## src/rtl/sd_cmd_tx_if.sv

```systemverilog
// rtl/sd_cmd_tx_if.sv - command request/response bundle between host logic and sd_cmd_tx
interface sd_cmd_tx_if;
  logic        start;
  logic [5:0]  cmd_index;
  logic [31:0] cmd_arg;
  logic        busy;
  logic        done;
  logic [7:0]  r1;
  logic        timeout;

  modport master (
    output start, cmd_index, cmd_arg,
    input  busy, done, r1, timeout
  );

  modport slave (
    input  start, cmd_index, cmd_arg,
    output busy, done, r1, timeout
  );
endinterface

```

## src/rtl/sd_cmd_tx.sv

```systemverilog
// rtl/sd_cmd_tx.sv - SPI-mode SD command transmitter with R1 response capture
module sd_cmd_tx #(
  parameter int PREAMBLE     = 8,
  parameter int RESP_TIMEOUT = 64
) (
  input  logic      clk,
  input  logic      rst,
  sd_cmd_tx_if.slave cmd,
  input  logic      sd_miso,
  output logic      sd_cs_n,
  output logic      sd_mosi,
  output logic      resp_flag
);

  localparam int FRAME_BITS = 48;
  localparam int CNT_MAX_A  = (PREAMBLE > FRAME_BITS) ? PREAMBLE : FRAME_BITS;
  localparam int CNT_MAX    = (RESP_TIMEOUT > CNT_MAX_A) ? RESP_TIMEOUT : CNT_MAX_A;
  localparam int CW         = $clog2(CNT_MAX + 1);

  localparam logic [CW-1:0] PRE_LAST  = CW'(PREAMBLE - 1);
  localparam logic [CW-1:0] SEND_LAST = CW'(FRAME_BITS - 1);
  localparam logic [CW-1:0] WAIT_LAST = CW'(RESP_TIMEOUT - 1);
  localparam logic [CW-1:0] RECV_LAST = CW'(6);

  typedef enum logic [2:0] {
    IDLE,
    PRE,
    SEND,
    WAIT,
    RECV,
    DONE
  } state_t;

  state_t        state_q, state_d;
  logic [CW-1:0] cnt_q;
  logic [47:0]   frame_q;
  logic [6:0]    rx_q;
  logic [7:0]    r1_q;
  logic          timeout_q;
  logic          busy_c;
  logic          done_c;
  logic [39:0]   hdr_c;

  // CRC7 (x^7 + x^3 + 1, zero seed) over the 40 header bits, MSB first
  function automatic logic [6:0] crc7_40(input logic [39:0] bits);
    logic [6:0] c;
    logic       fb;
    c = '0;
    for (int k = 39; k >= 0; k--) begin
      fb = bits[k] ^ c[6];
      c  = {c[5:0], 1'b0};
      if (fb) begin
        c = c ^ 7'h09;
      end
    end
    return c;
  endfunction

  assign hdr_c       = {2'b01, cmd.cmd_index, cmd.cmd_arg};
  assign cmd.busy    = busy_c;
  assign cmd.done    = done_c;
  assign cmd.r1      = r1_q;
  assign cmd.timeout = timeout_q;

  // State register
  always_ff @(posedge clk) begin
    if (rst) begin
      state_q <= IDLE;
    end else begin
      state_q <= state_d;
    end
  end

  // Next-state logic and Moore outputs decoded from the current state
  always_comb begin
    state_d   = state_q;
    sd_cs_n   = 1'b1;
    sd_mosi   = 1'b1;
    resp_flag = 1'b0;
    busy_c    = 1'b1;
    done_c    = 1'b0;
    case (state_q)
      IDLE: begin
        busy_c = 1'b0;
        if (cmd.start) begin
          state_d = PRE;
        end
      end
      PRE: begin
        sd_cs_n = 1'b0;
        if (cnt_q == PRE_LAST) begin
          state_d = SEND;
        end
      end
      SEND: begin
        sd_cs_n = 1'b0;
        sd_mosi = frame_q[47];
        if (cnt_q == SEND_LAST) begin
          state_d = WAIT;
        end
      end
      WAIT: begin
        sd_cs_n   = 1'b0;
        resp_flag = 1'b1;
        // A start bit on the last allowed cycle still counts as a response
        if (!sd_miso) begin
          state_d = RECV;
        end else if (cnt_q == WAIT_LAST) begin
          state_d = DONE;
        end
      end
      RECV: begin
        sd_cs_n   = 1'b0;
        resp_flag = 1'b1;
        if (cnt_q == RECV_LAST) begin
          state_d = DONE;
        end
      end
      DONE: begin
        done_c  = 1'b1;
        state_d = IDLE;
      end
      default: begin
        busy_c  = 1'b0;
        state_d = IDLE;
      end
    endcase
  end

  // Per-state cycle counter, restarted on every state change
  always_ff @(posedge clk) begin
    if (rst || (state_d != state_q)) begin
      cnt_q <= '0;
    end else if (state_q != IDLE) begin
      cnt_q <= cnt_q + CW'(1);
    end
  end

  // Frame shifter and response capture; r1/timeout only change on entry to DONE
  always_ff @(posedge clk) begin
    if (rst) begin
      frame_q   <= '0;
      rx_q      <= '0;
      r1_q      <= 8'hFF;
      timeout_q <= 1'b0;
    end else begin
      case (state_q)
        IDLE: begin
          if (cmd.start) begin
            frame_q <= {hdr_c, crc7_40(hdr_c), 1'b1};
          end
        end
        SEND: begin
          frame_q <= {frame_q[46:0], 1'b0};
        end
        WAIT: begin
          if (!sd_miso) begin
            rx_q <= 7'h00;
          end else if (cnt_q == WAIT_LAST) begin
            r1_q      <= 8'hFF;
            timeout_q <= 1'b1;
          end
        end
        RECV: begin
          rx_q <= {rx_q[5:0], sd_miso};
          if (cnt_q == RECV_LAST) begin
            r1_q      <= {rx_q, sd_miso};
            timeout_q <= 1'b0;
          end
        end
        default: begin
        end
      endcase
    end
  end

endmodule

```

## src/flat_wrapper.sv

```systemverilog
// flat-port wrapper written by rule: the top's interface ports become plain ports
module sd_cmd_tx_flat 
#(
  parameter int PREAMBLE     = 8,
  parameter int RESP_TIMEOUT = 64
)
  (clk, rst, sd_miso, sd_cs_n, sd_mosi, resp_flag, cmd_start, cmd_cmd_index, cmd_cmd_arg, cmd_busy, cmd_done, cmd_r1, cmd_timeout);
  sd_cmd_tx_if cmd_i ();
  input  logic clk;
  input  logic rst;
  input  logic sd_miso;
  output logic sd_cs_n;
  output logic sd_mosi;
  output logic resp_flag;
  input wire logic [$bits(cmd_i.start)-1:0] cmd_start;
  input wire logic [$bits(cmd_i.cmd_index)-1:0] cmd_cmd_index;
  input wire logic [$bits(cmd_i.cmd_arg)-1:0] cmd_cmd_arg;
  output wire logic [$bits(cmd_i.busy)-1:0] cmd_busy;
  output wire logic [$bits(cmd_i.done)-1:0] cmd_done;
  output wire logic [$bits(cmd_i.r1)-1:0] cmd_r1;
  output wire logic [$bits(cmd_i.timeout)-1:0] cmd_timeout;
  assign cmd_i.start = cmd_start;
  assign cmd_i.cmd_index = cmd_cmd_index;
  assign cmd_i.cmd_arg = cmd_cmd_arg;
  assign cmd_busy = cmd_i.busy;
  assign cmd_done = cmd_i.done;
  assign cmd_r1 = cmd_i.r1;
  assign cmd_timeout = cmd_i.timeout;
  sd_cmd_tx #(.PREAMBLE(PREAMBLE), .RESP_TIMEOUT(RESP_TIMEOUT)) u_core (.clk(clk), .rst(rst), .cmd(cmd_i), .sd_miso(sd_miso), .sd_cs_n(sd_cs_n), .sd_mosi(sd_mosi), .resp_flag(resp_flag));
endmodule
```

## config.mk

```make
export PLATFORM = sky130hd
export DESIGN_NAME = sd_cmd_tx_flat
export DESIGN_NICKNAME = d
export VERILOG_FILES = /design/src/rtl/sd_cmd_tx_if.sv /design/src/rtl/sd_cmd_tx.sv /design/src/flat_wrapper.sv
export SDC_FILE = /design/constraint.sdc
export NUM_CORES = 1
export LEC_CHECK = 0
export BUFFER_PORTS_ARGS = -buffer_cell sky130_fd_sc_hd__buf_2
export CAP_MARGIN = 15
export CORE_MARGIN = 2
export CORE_UTILIZATION = 40
export CTS_BUF_LIST = sky130_fd_sc_hd__clkbuf_8
export DETAILED_ROUTE_END_ITERATION = 6
export HOLD_SLACK_MARGIN = 0.1
export MAX_ROUTING_LAYER = met4
export PLACE_DENSITY = 0.64
export SLEW_MARGIN = 20
export SYNTH_ARGS = -nofsm -noshare
export SYNTH_HDL_FRONTEND = slang
export SYNTH_SLANG_ARGS = --single-unit
```

## constraint.sdc

```tcl
create_clock -name clk -period 2.75 [get_ports clk]
set_input_delay 0.4125 -clock clk [delete_from_list [all_inputs] [get_ports clk]]
set_output_delay 0.4125 -clock clk [all_outputs]
set_load 0.03 [all_outputs]
```

==> flow_summary_export.csv, run 1 <==
group,metric,value,unit
status,outcome,"finished clean",
floorplanning,rows,35,
worst_setup_path,cp_cell_sequence,"buf_2 > xnor3_2 > xnor3_2 > xnor3_2 > xnor2_2 > xor3_1 > nand2_1 > a31oi_1",
logic_synthesis,synth.yosys.seq_area_share,38.1,%
worst_setup_path,critPathTopFamily,"XOR/XNOR gates",
logic_synthesis,synth_edf_count,0,
min_path,hold_path_class,"in2reg",
logic_synthesis,synth_top_family_by_area,"simple AND/OR/NAND/NOR gates",
global_routing,grt_pass1_vias,3179,
logic_synthesis,ys_ff_latch,74,
worst_setup_path,cpMaxStageDelayCell,"xnor3_2",
worst_setup_path,crit_type,"in2reg",
logic_synthesis,synth_cells,472,
floorplanning,dieArea,10500,um2
floorplanning,die_w,103,um
power_and_ir_drop,pwr-share-comb,34.8,%
final_layout,layout.cells.non_filler,651,
timing,setup_tns,0,ns
cts,h-tree-depth,3,
drt,drc,0,
placement,io_buffers,55,
power_and_ir_drop,internal-power,2.32,mW
cts,clockRootBuffer,"clkbuf_8",
drt,dr.pass1.iters,4,
cts,post_cts_buffers,0,
logic_synthesis,synth_cell_types,36,
placement,dp_cells,635,
worst_setup_path,critPathLaunchType,"input pin",
final_layout,syn_to_final_growth,15.0,%
drt,postRouteAntennaNets,0,
timing,setup_viol,0,
placement,place_congestion,0.825,
cts,cts.sinks,74,
cts,hold_buffers,0,
power_and_ir_drop,switching_share,30.3,%
drt,drt_iter0_drc,132,
worst_setup_path,worstPathRequired,2.97,ns
global_routing,grt_usage,18.4,%
min_path,min_from,"cmd_cmd_arg[21]",
power_and_ir_drop,p_sw,1.01,mW
logic_synthesis,synth_xor_area_share,21.6,%
logic_synthesis,synthMostInstantiatedCell,"nor2_1",
worst_setup_path,crit_path_start,"cmd_cmd_index[4]",
drt,via_count,3311,
global_routing,grt_max_degree,41,
cts,cts_resized,0,
worst_setup_path,crit_top_cell,"xnor3_2",
floorplanning,start_util,41.6,%
drt,vias_per_cell,5.09,
logic_synthesis,synth_area_leaders,"dfxtp_1 38%, nor2_1 15%, xnor2_1 9.0%",
floorplanning,core,9330,um2
worst_setup_path,rr_startpoint,"u_core.state_q[0]",
timing,max_freq,421,MHz
global_routing,grt_overflow_total,0,
final_layout,final_util,47.9,%
logic_synthesis,yosys.area_share.adder,0.644,%
logic_synthesis,synth_mux_area_share,0,%
logic_synthesis,ys_warn_count,0,
placement,hpwl,6330,um
logic_synthesis,netlist.area_leader.share,38.1,%
power_and_ir_drop,irDropWorstVdd,0.000344,V
timing,rsz0062_at_grt,"false",
logic_synthesis,yosys.area.top_type,"dfxtp_1",
final_layout,drive_gt1_share,16.7,%
worst_setup_path,path_buf_inv,1,
worst_setup_path,path_max_fanout,3,
logic_synthesis,synthArstFlopShare,0,%
floorplanning,io-pin-count,56,
worst_setup_path,slowest_delay,0.46,ns
global_routing,antenna_found_initial,0,
logic_synthesis,synthFlopType,"dfxtp_1",
cts,clk_pin_slew,0.09,ns
timing,slew_headroom,44.8,%
floorplanning,die_h,103,um
worst_setup_path,cp.arrival,2.60,ns
logic_synthesis,avgSynthCellArea,8.23,um2
power_and_ir_drop,p_clk_share,29.0,%
logic_synthesis,synth-simple-area-share,29.2,%
power_and_ir_drop,power.total,3.33,mW
cts,clock_path_buffers,2,
drt,routed_wl,8700,um
global_routing,grt_pass1_wl,14900,um
placement,place_area,4240,um2
cts,cts_inserted_buffers,9,
flow_run,drv_cap,0,
logic_synthesis,syn-num-nets,516,
timing,post-route-period-util,86.4,%
timing,fin_crit,2.38,ns
logic_synthesis,netlist_top_cells_count,"153 x nor2_1, 74 x dfxtp_1, 40 x xnor2_1",
timing,drv_slew,0,
drt,avgRoutedWirePerCell,13.4,um
cts,insertion_delay,0.35,ns
power_and_ir_drop,leakagePower,1.96,nW
final_layout,diodes,0,
timing,finalHoldViolCount,0,
cts,cts_tree,"built",
power_and_ir_drop,power_density,745,nW/um2
timing,fin_skew,0.0103,ns
logic_synthesis,synth_area,3880,um2
timing,worstMarginPinSlew,0.827,ns
worst_setup_path,end_kind,"flop",
final_layout,nets,561,
final_layout,final_area,4470,um2
power_and_ir_drop,p_seq_share,36.2,%
logic_synthesis,synth_compound_area_share,6.64,%
## cells in the final DEF (no fill, tap or decap), types with 2 or more instances in the layout
master	instances
a21oi_1	9
a22oi_1	9
a31oi_1	3
and2_1	3
and3_1	3
buf_2	55
buf_4	8
bufinv_16	2
clkbuf_8	10
clkinvlp_4	2
dfxtp_1	74
ha_1	2
nand2_1	24
nand2b_1	3
nand3_1	7
nand4_1	2
nor2_1	153
nor2b_1	4
nor3_1	14
nor4_1	39
o21bai_1	8
o22ai_1	4
or3_1	3
xnor2_1	40
xnor2_2	2
xnor3_1	7
xnor3_2	4
xor2_1	15
xor3_1	3
## power groups by stage
stage                     Sequential [mW]  Clock [mW]  Combinational (mW)
after floorplan                      1.21           0               0.955
after global placement               1.23           0                1.12
after detailed placement             1.23           0                1.15
after CTS                            1.20       0.991                1.16
after global routing                 1.21        1.04                1.27
final                                1.20       0.966                1.16
## final cells by class
type	count	area, um2
fill	953	4860
sequential	74	1480
clock buffer	10	138
tap	129	161
multi-input combinational	367	2260
clock inverter	6	88.8
timing repair buffer	63	335
inverter	2	7.51
## metal layers
metal | track usage, % | wire length [um] | vias up
met1 | 22.2 | 3920 | 1526
met4 | 5.33 | 112 | 0
met2 | 30.3 | 4130 | 98
li1 | - | - | 1678
met5 | - | 0 | -
met3 | 5.02 | 540 | 9
## worst paths after layout
| kind | endpoint | slack [ns] | depth (start not counted) |
|---|---|---|---|
| worst min register to register | u_core.frame_q[47] | 0.46 | 2 |
| worst max-delay path | u_core.frame_q[6] | 0.37 | 8 |
| worst min-delay path | u_core.frame_q[29] | 0.36 | 3 |
| worst max register to register | u_core.frame_q[42] | 0.54 | 8 |
## kinds of logic (layout without fill, tap and decap cells)
logic type,after synthesis,count (layout)
simple gates,256,256
flops,74,74
fa+ha+maj,2,2
compound gates,38,38
xor+xnor,71,71
buf+inv,31,81
## sequential cells by signal, indices dropped and copies added, names as in the netlist
signal,count
u_core.frame_q,48
u_core.cmd.r1,8
u_core.cnt_q,7
u_core.rx_q,7
u_core.state_q,3
u_core.cmd.timeout,1
## per-stage QoR
step                      setup WS [ns]  hold slack (ns)
after floorplan                   0.266            0.433
after global placement           0.0785            0.439
after CTS                         0.397            0.342
final                             0.373            0.358
after detailed placement         0.0181            0.450
after global routing              0.208            0.345
## worst reg2reg max path, delay by kind of cell, from the launching register on
family,cells,cell delay [ns]
buffers and inverters,2,0.44
flip-flops,1,0.40
AND/OR/NAND/NOR,6,1.26
Power figures use the tool's default switching activity.
==> run 2: changes to the inputs <==
--- a/config.mk
+++ b/config.mk
@@ -5,6 +5,7 @@
 export SDC_FILE = /design/constraint.sdc
 export NUM_CORES = 1
 export LEC_CHECK = 0
+export ABC_CLOCK_PERIOD_IN_PS = 2450
 export BUFFER_PORTS_ARGS = -buffer_cell sky130_fd_sc_hd__buf_2
 export CAP_MARGIN = 15
 export CORE_MARGIN = 2
==> constraint.sdc (replaced) <==
create_clock -name clk -period 2.45 [get_ports clk]
set_input_delay 0.3675 -clock clk [delete_from_list [all_inputs] [get_ports clk]]
set_output_delay 0.3675 -clock clk [all_outputs]
set_load 0.03 [all_outputs]
==> run 2 against run 1 <==
Critical path depth unchanged. Final area increased by 3.4%. Sequential share of layout area decreased by 1.1 points. Non-clock buffer count increased by 18. Sequential power increased by 13%. Count of clock-buffer cells in the layout decreased by 1. Register-to-register slack got worse by 0.22 ns. Via count increased by 1.3%. Combinational power increased by 22%.
==> flow_summary_export.csv, run 2 (synthesized netlist as in run 1, its figures left out) <==
group,metric,value,unit
power_and_ir_drop,power_density,845,nW/um2
power_and_ir_drop,power.total,3.90,mW
cts,post_cts_buffers,0,
drt,postRouteAntennaNets,0,
floorplanning,dieArea,10500,um2
floorplanning,die_w,103,um
final_layout,largest_reg_flops,48,
floorplanning,rows,35,
worst_setup_path,cpMaxStageDelayCell,"xnor3_2",
global_routing,grt_pass1_wl,14700,um
drt,vias_per_cell,5.01,
timing,rsz0062_at_grt,"false",
final_layout,syn_to_final_growth,18.9,%
floorplanning,die_h,103,um
worst_setup_path,cp_cell_sequence,"buf_2 > xnor3_2 > xnor3_2 > xnor3_2 > xnor2_2 > xor3_1 > nand2_1 > a31oi_1",
global_routing,grt_pass1_vias,3188,
final_layout,diodes,0,
drt,avgRoutedWirePerCell,13.0,um
timing,setup_tns,0,ns
cts,cts_inserted_buffers,9,
worst_setup_path,r2r_slack,0.32,ns
status,outcome,"finished clean",
worst_setup_path,path_max_fanout,2,
worst_setup_path,critPathTopFamily,"XOR/XNOR gates",
cts,cts_resized,0,
worst_setup_path,reg2reg_to,"u_core.cnt_q[1]",
timing,fin_crit,2.30,ns
final_layout,nets,579,
final_layout,drive_gt1_share,19.3,%
cts,cts.sinks,74,
timing,finalHoldViolCount,0,
final_layout,final_common_cell,"nor2_1",
placement,hpwl,6300,um
timing,worstMarginPinSlew,0.926,ns
timing,fin_skew,0.0109,ns
timing,max_freq,434,MHz
worst_setup_path,worstPathRequired,2.65,ns
worst_setup_path,path_buf_inv,1,
timing,slew_headroom,38.3,%
cts,cts_tree,"built",
min_path,hold_path_class,"in2reg",
worst_setup_path,cp.arrival,2.50,ns
drt,routed_wl,8680,um
power_and_ir_drop,leakagePower,2.06,nW
cts,insertion_delay,0.34,ns
placement,place_congestion,0.806,
floorplanning,io-pin-count,56,
global_routing,grt_usage,18.3,%
floorplanning,start_util,41.6,%
power_and_ir_drop,irDropWorstVdd,0.000443,V
global_routing,grt_max_degree,50,
worst_setup_path,slowest_delay,0.43,ns
timing,drv_slew,0,
final_layout,mostFrequentLayoutCells,"153 x nor2_1, 74 x dfxtp_1, 55 x buf_2, 40 x xnor2_1, 39 x nor4_1",
global_routing,grt_overflow_total,0,
worst_setup_path,critical_path_depth,8,
drt,dr.pass1.iters,4,
placement,io_buffers,55,
worst_setup_path,end_kind,"flop",
final_layout,final_util,49.5,%
worst_setup_path,crit_top_cell,"xnor3_2",
final_layout,largest_register,"u_core.frame_q",
global_routing,antenna_found_initial,0,
timing,post-route-period-util,93.9,%
cts,h-tree-depth,3,
drt,drc,0,
worst_setup_path,r2r_cells,7,
cts,clk_pin_slew,0.08,ns
timing,setup_viol,0,
drt,via_count,3354,
floorplanning,core,9330,um2
drt,drt_iter0_drc,136,
worst_setup_path,critPathLaunchType,"input pin",
worst_setup_path,crit_path_start,"cmd_cmd_index[4]",
worst_setup_path,worstSetupEndpoint,"u_core.frame_q[6]",
cts,hold_buffers,0,
cts,clockRootBuffer,"clkbuf_8",
cts,clock_path_buffers,2,
worst_setup_path,rr_startpoint,"u_core.cnt_q[1]",
worst_setup_path,crit_type,"in2reg",
flow_run,drv_cap,0,
==> run 2: per-stage QoR <==
stage / instances / hold WS (ns) / instance area [um2] / setup slack [ns]
6_report: 669 / 0.324 / 4620 / 0.148
5_1_grt: 669 / 0.322 / 4620 / 0.0464
4_1_cts: 669 / 0.305 / 4620 / 0.148
3_5_place_dp: 653 / 0.454 / 4380 / -0.220
3_3_place_gp: 653 / 0.439 / 4380 / -0.170
2_1_floorplan: 472 / 0.433 / 3880 / 0.0109
==> run 2: how the worst min path moves through the flow <==
stage / cells after the start / startpoint / slack, ns / to
6_report: 3 / cmd_cmd_arg[23] / 0.32 / u_core.frame_q[31]
5_1_grt: 3 / cmd_cmd_arg[18] / 0.32 / u_core.frame_q[26]
4_1_cts: 3 / cmd_cmd_arg[23] / 0.30 / u_core.frame_q[31]
3_5_place_dp: 2 / u_core.frame_q[46] / 0.45 / u_core.frame_q[47]
3_3_place_gp: 2 / u_core.frame_q[46] / 0.44 / u_core.frame_q[47]
2_1_floorplan: 2 / u_core.frame_q[46] / 0.43 / u_core.frame_q[47]
==> run 2: area by class of cell <==
type | instances | area (um2)
multi-input cells | 367 | 2260
clock inverters | 7 | 119
flip-flops and latches | 74 | 1480
well taps | 129 | 161
clock buffers | 9 | 124
fillers | 920 | 4710
repair buffers | 81 | 470
inverters | 2 | 7.51
==> run 2: where the power goes <==
part           internal [mW]  leakage [nW]  switching [mW]
clock network          0.676         0.121           0.467
registers               1.30         0.608          0.0500
logic                  0.803          1.33           0.607
==> run 2: layer usage <==
metal | GRT usage, % | vias up | wire length [um]
met5 | - | - | 0
met4 | 3.90 | 0 | 59
met3 | 4.68 | 4 | 434
met2 | 30.9 | 74 | 4190
met1 | 22.2 | 1556 | 4000
li1 | - | 1720 | -
==> run 2: tightest hold or removal path: stages <==
cell and delay (ns):
buf_2 0.11, nor2_1 0.09, nor4_1 0.05
==> run 3: changes to the inputs <==
--- a/config.mk
+++ b/config.mk
@@ -15,6 +15,7 @@
 export HOLD_SLACK_MARGIN = 0.1
 export MAX_ROUTING_LAYER = met4
 export PLACE_DENSITY = 0.64
+export RECOVER_POWER = 25
 export SLEW_MARGIN = 20
 export SYNTH_ARGS = -nofsm -noshare
 export SYNTH_HDL_FRONTEND = slang
==> run 3 against run 2 <==
Register-to-register slack worse by 0.04 ns. Clock power hardly changed. Non-clock buffer count stayed put. Sequential power hardly changed. Sequential share of layout area is 0.12 points higher. Clock skew hardly changed. Highest routed layer unchanged.
==> flow_summary_export.csv, run 3 (synthesized netlist as in run 1, its figures left out) <==
group,metric,value,unit
status,outcome,"finished clean",
timing,finalHoldViolCount,0,
drt,postRouteAntennaNets,0,
timing,rsz0062_at_grt,"false",
power_and_ir_drop,irDropWorstVdd,0.000443,V
placement,io_buffers,55,
timing,setup_viol,0,
cts,hold_buffers,0,
min_path,hold_path_class,"in2reg",
timing,slew_headroom,39.1,%
final_layout,final_common_cell,"nor2_1",
final_layout,syn_to_final_growth,18.5,%
cts,clock_path_buffers,2,
global_routing,grt_max_degree,50,
timing,fin_skew,0.0105,ns
timing,post-route-period-util,94.1,%
drt,avgRoutedWirePerCell,13.0,um
floorplanning,die_h,103,um
timing,max_freq,434,MHz
placement,hpwl,6300,um
cts,cts_inserted_buffers,9,
timing,worstMarginPinSlew,0.914,ns
drt,drc,0,
final_layout,largest_reg_flops,48,
final_layout,diodes,0,
global_routing,grt_overflow_total,0,
timing,drv_slew,0,
final_layout,nets,579,
worst_setup_path,end_kind,"flop",
floorplanning,io-pin-count,56,
floorplanning,start_util,41.6,%
cts,cts_tree,"built",
drt,via_count,3342,
timing,fin_crit,2.31,ns
drt,drt_iter0_drc,146,
cts,cts.sinks,74,
floorplanning,core,9330,um2
worst_setup_path,critPathLaunchType,"input pin",
global_routing,grt_pass1_vias,3188,
floorplanning,rows,35,
cts,clk_pin_slew,0.08,ns
final_layout,final_util,49.3,%
cts,cts_resized,0,
drt,dr.pass1.iters,4,
cts,h-tree-depth,3,
floorplanning,dieArea,10500,um2
worst_setup_path,worstPathRequired,2.65,ns
cts,insertion_delay,0.34,ns
placement,place_congestion,0.806,
final_layout,num-fill-cells,928,
final_layout,drive_gt1_share,17.2,%
cts,clockRootBuffer,"clkbuf_8",
worst_setup_path,cp.arrival,2.51,ns
power_and_ir_drop,leakagePower,2.04,nW
drt,vias_per_cell,5.00,
final_layout,largest_register,"u_core.frame_q",
cts,post_cts_buffers,0,
final_layout,mostFrequentLayoutCells,"153 x nor2_1, 74 x dfxtp_1, 45 x buf_2, 40 x xnor2_1, 39 x nor4_1",
power_and_ir_drop,power.total,3.90,mW
flow_run,drv_cap,0,
global_routing,grt_pass1_wl,14700,um
worst_setup_path,path_max_fanout,2,
drt,routed_wl,8730,um
worst_setup_path,crit_type,"in2reg",
global_routing,grt_usage,18.3,%
floorplanning,die_w,103,um
power_and_ir_drop,power_density,848,nW/um2
global_routing,antenna_found_initial,0,
-- run 3: changes by cell type in the layout (fill, tap and decap cells not counted) --
cell / previous run / this run
buf_2: 55 / 45
clkbuf_1: 0 / 10
a21boi_0: 0 / 1
a21boi_1: 1 / 0
and2_0: 0 / 1
and2_4: 1 / 0
buf_4: 26 / 25
clkbuf_2: 0 / 1
-- run 3: stage by stage --
stage / TNS [ns] / instance area [um2] / hold WS (ns) / setup slack, ns / std cells
2_1_floorplan: 0 / 3880 / 0.433 / 0.0109 / 472
3_3_place_gp: -0.304 / 4380 / 0.439 / -0.170 / 653
3_5_place_dp: -0.484 / 4380 / 0.454 / -0.220 / 653
4_1_cts: 0 / 4620 / 0.305 / 0.148 / 669
5_1_grt: 0 / 4600 / 0.322 / 0.0286 / 669
6_report: 0 / 4600 / 0.324 / 0.145 / 669
-- run 3: cell type report --
class,count,area (um2),area share (%)
multi-input combinational,367,2250,49.0
timing repair buffer,81,455,9.90
clock inverter,7,119,2.58
inverter,2,7.51,0.163
clock buffer,9,124,2.69
sequential,74,1480,32.2
tap,129,161,3.51
-- run 3: worst max-delay path: stages --
cell and delay [ns]:
buf_2 0.09, xnor3_2 0.43, xnor3_2 0.41, xnor3_2 0.43, xnor2_2 0.20, xor3_1 0.43, nand2_1 0.08, a31oi_1 0.08
-- run 3: final timing paths --
| kind | start | to | slack, ns | cells after the start |
|---|---|---|---|---|
| worst min-delay path | cmd_cmd_arg[23] | u_core.frame_q[31] | 0.32 | 3 |
| worst max register to register | u_core.state_q[0] | u_core.frame_q[37] | 0.28 | 8 |
| worst min register to register | u_core.frame_q[0] | u_core.frame_q[0] | 0.47 | 2 |
| worst max-delay path | cmd_cmd_index[4] | u_core.frame_q[6] | 0.14 | 8 |
-- run 3: where the power goes --
part	switching, mW	internal, mW	leakage (nW)
Sequential	0.0501	1.30	0.608
Combinational	0.605	0.801	1.31
Clock	0.467	0.676	0.121
-- run 3: layer usage --
layer | vias to the layer above | track usage [%] | part of all wire, %
li1 | 1716 | - | -
met1 | 1554 | 22.2 | 46
met2 | 68 | 30.9 | 48
met3 | 4 | 4.68 | 4.9
met4 | 0 | 3.90 | 0.70
met5 | - | - | 0
